<file path="config.mk">
export PLATFORM = sky130hd
export DESIGN_NAME = keypad_scanner
export DESIGN_NICKNAME = d
export VERILOG_FILES = /design/src/rtl/calc_pkg.sv /design/src/rtl/row_sync.sv /design/src/rtl/keypad_scanner.sv
export SDC_FILE = /design/constraint.sdc
export NUM_CORES = 1
export LEC_CHECK = 0
export CAP_MARGIN = 0
export CORE_AREA = 8 8 101 57
export DETAILED_ROUTE_END_ITERATION = 7
export DIE_AREA = 0 0 109 65
export PLACE_DENSITY_LB_ADDON = 0.05
export REMOVE_ABC_BUFFERS = 1
export SETUP_SLACK_MARGIN = 0.3
export SLEW_MARGIN = 20
export SYNTH_ARGS = -nofsm -noshare
export SYNTH_HDL_FRONTEND = slang
export SYNTH_SLANG_ARGS = --single-unit
</file>
<file path="constraint.sdc">
create_clock -name clk -period 1.7 [get_ports clk]
set_input_delay 0.17 -clock clk [delete_from_list [all_inputs] [get_ports clk]]
set_output_delay 0.17 -clock clk [all_outputs]
set_load 0.01 [all_outputs]
</file>
<file path="src/rtl/calc_pkg.sv">
// Shared definitions for the calculator datapath: key codes consumed by the
// control FSM and the keypad scanner's state encoding.
package calc_pkg;

    localparam logic [3:0] KEY_PLUS    = 4'b1010;
    localparam logic [3:0] KEY_MINUS   = 4'b1011;
    localparam logic [3:0] KEY_EQUAL   = 4'b1100;
    localparam logic [3:0] KEY_SPARE_A = 4'b1101;
    localparam logic [3:0] KEY_SPARE_B = 4'b1110;
    localparam logic [3:0] KEY_RESET   = 4'b1111;

    typedef enum logic [1:0] {
        SCAN     = 2'd0,
        DEBOUNCE = 2'd1,
        PRESSED  = 2'd2
    } scan_state_t;

    typedef struct packed {
        logic       tipo;
        logic [3:0] code;
    } key_t;

    // Active-low one-hot column drive for a column index.
    function automatic logic [3:0] col_drive(input logic [1:0] idx);
        col_drive = ~(4'b0001 << idx);
    endfunction

endpackage

</file>
<file path="src/rtl/row_sync.sv">
// Two-flop synchroniser for the asynchronous keypad row lines.
module row_sync (
    input  logic       clk,
    input  logic [3:0] d,
    output logic [3:0] q
);

    logic [3:0] meta;

    always_ff @(posedge clk) begin
        meta <= d;
        q    <= meta;
    end

endmodule

</file>
<file path="src/rtl/keypad_scanner.sv">
// 4x4 matrix keypad scanner: column rotation, row debounce and key encoding,
// delivering each press once as a key_valid strobe with tipo/number.
module keypad_scanner
    import calc_pkg::*;
#(
    parameter int unsigned SCAN_DIV        = 16,
    parameter int unsigned DEBOUNCE_CYCLES = 1000
) (
    input  logic       clk,
    input  logic       reset,
    input  logic [3:0] row,
    output logic [3:0] col,
    output logic       tipo,
    output logic [3:0] number,
    output logic       key_valid,
    output logic       key_held
);

    localparam int unsigned DIV_W = $clog2(SCAN_DIV);
    localparam int unsigned CNT_W = $clog2(DEBOUNCE_CYCLES);
    localparam logic [DIV_W-1:0] DIV_LAST = DIV_W'(SCAN_DIV - 1);
    localparam logic [CNT_W-1:0] CNT_LAST = CNT_W'(DEBOUNCE_CYCLES - 1);

    scan_state_t      state;
    logic [DIV_W-1:0] div;
    logic [CNT_W-1:0] cnt;
    logic [1:0]       col_idx;
    logic [1:0]       lat_row;
    logic [3:0]       lat_pat;
    logic [3:0]       row_s;
    logic [1:0]       low_row;

    row_sync u_row_sync (
        .clk (clk),
        .d   (row),
        .q   (row_s)
    );

    function automatic key_t encode_key(input logic [1:0] r, input logic [1:0] c);
        key_t k;
        k = {1'b1, KEY_RESET};
        case ({r, c})
            4'h0: k = {1'b0, 4'd1};
            4'h1: k = {1'b0, 4'd2};
            4'h2: k = {1'b0, 4'd3};
            4'h3: k = {1'b1, KEY_PLUS};
            4'h4: k = {1'b0, 4'd4};
            4'h5: k = {1'b0, 4'd5};
            4'h6: k = {1'b0, 4'd6};
            4'h7: k = {1'b1, KEY_MINUS};
            4'h8: k = {1'b0, 4'd7};
            4'h9: k = {1'b0, 4'd8};
            4'hA: k = {1'b0, 4'd9};
            4'hB: k = {1'b1, KEY_EQUAL};
            4'hC: k = {1'b1, KEY_SPARE_A};
            4'hD: k = {1'b0, 4'd0};
            4'hE: k = {1'b1, KEY_SPARE_B};
            default: k = {1'b1, KEY_RESET};
        endcase
        return k;
    endfunction

    // Lowest-index low row wins when several rows are pulled down.
    always_comb begin
        low_row = 2'd3;
        casez (row_s)
            4'b???0: low_row = 2'd0;
            4'b??01: low_row = 2'd1;
            4'b?011: low_row = 2'd2;
            default: low_row = 2'd3;
        endcase
    end

    always_ff @(posedge clk) begin
        if (reset) begin
            state     <= SCAN;
            div       <= '0;
            cnt       <= '0;
            col_idx   <= '0;
            col       <= 4'b1110;
            lat_row   <= '0;
            lat_pat   <= '1;
            tipo      <= 1'b0;
            number    <= '0;
            key_valid <= 1'b0;
            key_held  <= 1'b0;
        end else begin
            key_valid <= 1'b0;
            case (state)
                SCAN: begin
                    if (div == DIV_LAST) begin
                        div <= '0;
                        if (row_s != '1) begin
                            lat_pat <= row_s;
                            lat_row <= low_row;
                            cnt     <= '0;
                            state   <= DEBOUNCE;
                        end else begin
                            col_idx <= col_idx + 2'd1;
                            col     <= col_drive(col_idx + 2'd1);
                        end
                    end else begin
                        div <= div + DIV_W'(1);
                    end
                end
                DEBOUNCE: begin
                    if (row_s == lat_pat) begin
                        if (cnt == CNT_LAST) begin
                            {tipo, number} <= encode_key(lat_row, col_idx);
                            key_valid      <= 1'b1;
                            key_held       <= 1'b1;
                            cnt            <= '0;
                            state          <= PRESSED;
                        end else begin
                            cnt <= cnt + CNT_W'(1);
                        end
                    end else begin
                        div     <= '0;
                        col_idx <= col_idx + 2'd1;
                        col     <= col_drive(col_idx + 2'd1);
                        state   <= SCAN;
                    end
                end
                PRESSED: begin
                    // Release needs a full run of all-high samples; any low row restarts it.
                    if (row_s == '1) begin
                        if (cnt == CNT_LAST) begin
                            key_held <= 1'b0;
                            cnt      <= '0;
                            div      <= '0;
                            col_idx  <= col_idx + 2'd1;
                            col      <= col_drive(col_idx + 2'd1);
                            state    <= SCAN;
                        end else begin
                            cnt <= cnt + CNT_W'(1);
                        end
                    end else begin
                        cnt <= '0;
                    end
                end
                default: state <= SCAN;
            endcase
        end
    end

endmodule

</file>
==> results.toml, run 1 <==
[synth]
avgSynthCellArea_um2 = 9.47
syn_area_um2 = 2090
synth.area.top_cells = "dfxtp_1 41%, ha_1 7.2%, xor2_1 5.4%"
ys_warn_count = 0
synth_top_cell_by_area = "dfxtp_1"
ys_async_sr_fraction_pct = 0
yosys_most_used_dff = "dfxtp_1"
ys_ff_latch = 43
synth.top_cell.area_share_pct = 41.1
yosysSeqAreaShare_pct = 41.1
yosysUniqueCellTypes = 45
synth-edff-count = 0
synth_cells = 221

[detailed_routing]
wl_per_cell_um = 17.8
firstDrtPassIters = 4
drc_errors = 0
initialDrtViolationCount = 122
vias = 1875
viasPerCell = 5.56
finalWirelength_um = 5990
ant_nets = 0

[clock_tree]
cts_tree = "yes"
cts-htree-levels = 2
cts_buffers = 5
path_clk_slew_ns = 0.09
cts_root_buffer = "clkbuf_8"
cts_buffer_depth = 2
clk_latency_ns = 0.31
cts.sinks = 43
holdBufCountCts = 0

[die]
initial_utilization_pct = 48.9
rows = 17
die_h_um = 65
io-pin-count = 17
dieArea_um2 = 7090
core_um2 = 4280
die_x_um = 109

[finish]
instances_no_fill = 337
n_antenna_cell = 0
drive_above_1_share_pct = 38.9
final_cell_mix = "35 x buf_4, 33 x dfxtp_1, 21 x nor2_1, 13 x nand2_1, 11 x mux2i_1"
area_growth_pct = 42.6
final_common_cell = "buf_4"
final_util_pct = 69.8
fin_nets = 297

[grt]
grt.total_usage_pct = 17.4
antenna_found_initial = 0
grt_overflow = 0
grt_pass1_wl_um = 9530
grt_pass1_vias = 1889
grt_max_degree = 21

[timing]
clock_skew_ns = 0.00590
fin_crit_sh_pct = 104
slew_headroom_pct = 68.0
setup_viol = 3
fmax_mhz = 565
hold_viol = 0
setup_ws_ns = -0.0697
slew_violations = 0
max_slew.worst_pin.slew_ns = 0.480
rsz0062_at_grt = "true"
period_minus_slack_ns = 1.77

[worst_setup_path]
path_buf_inv = 0
cp.arrival_ns = 2.02
path_cells = "and4bb_2 > a41oi_4 > a211oi_4 > or4b_4 > a21oi_2"
cp-start-kind = "flip-flop"
slowest_stage = "or4b_4"
crit_family = "simple AND/OR/NAND/NOR gates"
critical-path-max-stage-delay_ns = 0.50
crit_path_end_kind = "flip-flop"
crit_required_ns = 1.95
path_max_fanout = 3
crit_type = "flip-flop to flip-flop"

[power]
p_leak_nw = 1.24
ir_worst_vdd_mv = 0.364
power_mw = 1.81
power.density_nw_per_um2 = 606

[placement]
port_buffers = 16
hpwl_um = 3960
dpl_worst_slack_ns = -0.110
place_inst = 322
gp_congestion = 0.878

[hold_path]
min_path_type = "primary input to flip-flop"

[run]
drv_cap = 0

[run_status]
violations = "setup timing"
outcome = "finished with violations"
[synth_stat cells, drive strengths merged (2+ instances only)]
cell type and instances:
nand3 11, mux2i 11, dfxtp 43, o21ai 7
ha 12, o31ai 2, clkbuf 7, a211oi 8
nor4b 3, nand2 14, nor4 2, xor2 13
nand2b 2, and2 2, nor2 21, nand4b 2
nand4 4, o211ai 2, and3 4, nand3b 4
a32o 2, a21oi 10, a31oi 5, nor3b 3
inv 9, nor3 2, buf 4
[layer usage]
| metal | vias up | track usage, % | share of wire [%] |
|---|---|---|---|
| met1 | 911 | 23.5 | 49 |
| li1 | 908 | - | - |
| met4 | 0 | 4.57 | 1.1 |
| met3 | 8 | 6.21 | 6.5 |
| met5 | - | 0 | 0 |
| met2 | 48 | 25.4 | 43 |
[path summary, 6_finish.rpt]
kind,start,to,slack [ns],cells past startpoint
worst max-delay path,cnt[3],div[0],-0.07,5
worst min-delay path,row[0],u_row_sync.meta[0],0.29,1
worst max register to register,cnt[3],div[0],-0.07,5
worst min register to register,u_row_sync.meta[0],u_row_sync.q[0],0.33,0
[flip-flops by register name, indices dropped and copies added, names as in the netlist]
register         flops
lat_row              2
key_valid            1
u_row_sync.meta      4
col_idx              2
number               4
key_held             1
div                  4
lat_pat              4
cnt                 10
u_row_sync.q         4
col                  4
tipo                 1
state                2
[final cells by class]
cell class | instances | area [um2]
flip-flops and latches | 43 | 876
inverters | 9 | 33.8
clock inverters | 3 | 20.0
well taps | 57 | 71.3
fillers | 310 | 1290
clock buffers | 5 | 68.8
multi-input cells | 159 | 1360
repair buffers | 61 | 551
[timing repair]
| item | 4_1_cts | 5_1_grt |
|---|---|---|
| buffers inserted | 5 | 1 |
| endpoints found under the setup margin | 37 | 42 |
| pin swaps | 11 | 11 |
| gates cloned | 1 | 0 |
| gates resized for setup | 44 | 33 |
[stage by stage]
| step | TNS (ns) | instance area (um2) | hold WS, ns |
|---|---|---|---|
| 5_1_grt | -1.37 | 2980 | 0.283 |
| 3_3_place_gp | -0.122 | 2570 | 0.311 |
| 6_report | -0.153 | 2980 | 0.290 |
| 3_5_place_dp | -1.14 | 2570 | 0.312 |
| 2_1_floorplan | -8.47 | 2040 | 0.198 |
| 4_1_cts | -0.0777 | 2870 | 0.284 |
[logic make-up after synthesis]
kind of cell	after synthesis	share of synthesized area, %
simple gates	79	21.4
flops	43	41.1
compound gates	42	15.1
buf+inv	20	3.95
xor+xnor	13	5.44
mux	12	5.80
fa+ha+maj	12	7.18
[report_power, final]
group / switching [mW] / internal (mW)
sequential: 0.0171 / 1.02
clock: 0.392 / 0.286
combinational: 0.0476 / 0.0440
Power figures use the tool's default switching activity.
==> run 2, diff against run 1 <==
--- a/config.mk
+++ b/config.mk
@@ -6,9 +6,9 @@
 export NUM_CORES = 1
 export LEC_CHECK = 0
 export CAP_MARGIN = 0
-export CORE_AREA = 8 8 101 57
+export CORE_AREA = 8 8 119 66
 export DETAILED_ROUTE_END_ITERATION = 7
-export DIE_AREA = 0 0 109 65
+export DIE_AREA = 0 0 127 74
 export PLACE_DENSITY_LB_ADDON = 0.05
 export REMOVE_ABC_BUFFERS = 1
 export SETUP_SLACK_MARGIN = 0.3
==> run 2 against run 1 <==
  * The run still ends with setup timing left
  * Total power increased by 23%
  * Flip-flop and latch count did not move
  * Cell area increased by 4.7%
  * Combinational power decreased by 7.6%
  * Core utilization fell by 20 points
  * Worst setup slack better by 0.014 ns
  * Count of clock-buffer cells in the layout did not move
  * Via count is 3.5% lower
  * Global-route usage is 5.4 points lower
  * Worst hold slack improved by 0.032 ns
  * Die area is 33% higher
  * Critical path type unchanged
  * Largest power group is now clock
==> results.toml, run 2 (synthesized netlist as in run 1, its figures left out) <==
[power]
p_leak_nw = 1.24
power_mw = 2.23
ir_worst_vdd_mv = 0.343
power.density_nw_per_um2 = 714

[timing]
period_minus_slack_ns = 1.76
rsz0062_at_grt = "true"
setup_ws_ns = -0.0560
fin_crit_sh_pct = 103
slew_headroom_pct = 71.0
setup_viol = 11
max_slew.worst_pin.slew_ns = 0.435
fmax_mhz = 569
hold_viol = 0
slew_violations = 0
clock_skew_ns = 0.00640

[placement]
gp_congestion = 0.784
placed_cell_area_um2 = 2660
dpl_worst_slack_ns = -0.193
place_inst = 353
port_buffers = 16
hpwl_um = 3910

[finish]
final_common_cell = "buf_4"
final_util_pct = 49.5
instances_no_fill = 368
n_antenna_cell = 0
drive_above_1_share_pct = 40.6
area_growth_pct = 49.3
largest-register = "cnt"
design_area_um2 = 3120
final_cell_mix = "43 x buf_4, 30 x dfxtp_1, 17 x nor2_1, 14 x nand2_1, 13 x clkdlybuf4s50_1"
fin_nets = 305
largest_reg_flops = 10

[detailed_routing]
finalWirelength_um = 5320
vias = 1810
ant_nets = 0
initialDrtViolationCount = 96
firstDrtPassIters = 4
wl_per_cell_um = 14.5
drc_errors = 0
viasPerCell = 4.92

[grt]
grt_pass1_wl_um = 8780
grt_max_degree = 21
grt.total_usage_pct = 12.0
grt_pass1_vias = 1682
antenna_found_initial = 0
grt_overflow = 0

[worst_setup_path]
regToRegEndpoint = "div[0]"
cp.arrival_ns = 1.98
slowest_stage = "or4b_1"
crit_path_end_kind = "flip-flop"
path_max_fanout = 6
cp-start-kind = "flip-flop"
rrSetupSlack_ns = -0.06
critical-path-max-stage-delay_ns = 0.47
worstRegToRegCells = 5
crit_required_ns = 1.92
crit_type = "flip-flop to flip-flop"
r2r-start = "cnt[3]"
path_cells = "and4bb_2 > a41oi_4 > a211oi_4 > or4b_1 > a21oi_1"

[run_status]
violations = "setup timing"
outcome = "finished with violations"

[die]
io-pin-count = 17
die_x_um = 127
rows = 21
core_um2 = 6310
dieArea_um2 = 9400
initial_utilization_pct = 33.2
die_h_um = 74

[clock_tree]
cts_tree = "yes"
cts.sinks = 43
cts_root_buffer = "clkbuf_16"
cts_buffer_depth = 2
cts-htree-levels = 2
clk_latency_ns = 0.29
cts_buffers = 5
path_clk_slew_ns = 0.07
holdBufCountCts = 0

[hold_path]
min_path_type = "primary input to flip-flop"
whs_path_depth = 1
min_from = "row[2]"
holdPathEnd = "u_row_sync.meta[2]"

[run]
drv_cap = 0
[run 2: cell count changes in the layout (fill, tap and decap cells not counted), sizes merged]
cell	delta
buf	+9
bufinv	+1
clkdlybuf4s50	+6
clkinv	+1
clkinvlp	-2
dlygate4sd2	-1
dlymetal6s2s	-5
nand3	-1
[run 2: critical path: cells and delay by family (launching register included)]
family	cells	cell delay [ns]
simple gates	2	0.82
flops	1	0.32
compound gates	3	0.56
[run 2: metrics by stage]
step           TNS, ns  hold slack [ns]
2_1_floorplan    -8.47            0.198
3_3_place_gp     -2.09            0.315
3_5_place_dp     -2.54            0.315
4_1_cts         -0.123            0.319
5_1_grt          -1.65            0.322
6_report        -0.294            0.322
[run 2: area by class of cell]
class / count / area [um2]
clock buffer: 5 / 125
clock inverter: 3 / 43.8
timing repair buffer: 70 / 611
sequential: 43 / 882
fill: 605 / 3180
inverter: 9 / 33.8
multi-input combinational: 158 / 1330
tap: 80 / 100
[run 2: repair_timing]
| action | in CTS | in global routing |
|---|---|---|
| setup buffers | 5 | 2 |
| gates resized for setup | 52 | 20 |
| endpoints found under the setup margin | 36 | 36 |
| pin swaps | 22 | 10 |
[run 2: worst max path at each step]
stage / from / endpoint / slack, ns / depth (start not counted)
finish: cnt[3] / div[0] / -0.06 / 5
global route: lat_pat[1] / cnt[2] / -0.12 / 7
CTS: cnt[4] / div[0] / -0.04 / 5
detailed placement: u_row_sync.q[0] / col_idx[0] / -0.19 / 6
global placement: u_row_sync.q[0] / div[0] / -0.14 / 5
floorplan: u_row_sync.q[1] / cnt[0] / -0.73 / 5
[run 2: where the power goes]
part           internal [mW]  leakage, nW  switching [mW]
Sequential              1.02        0.351          0.0164
Clock                  0.693       0.0838           0.412
Combinational         0.0412        0.801          0.0434
Total                   1.76         1.24           0.472
[run 2: routing by layer]
metal  wire length (um)  up-vias  track usage [%]
li1                   -      927                -
met1               3160      831             19.4
met2               1820       45             13.6
met3                272        7             3.29
met4                 67        0             4.31
met5                  0        -                0
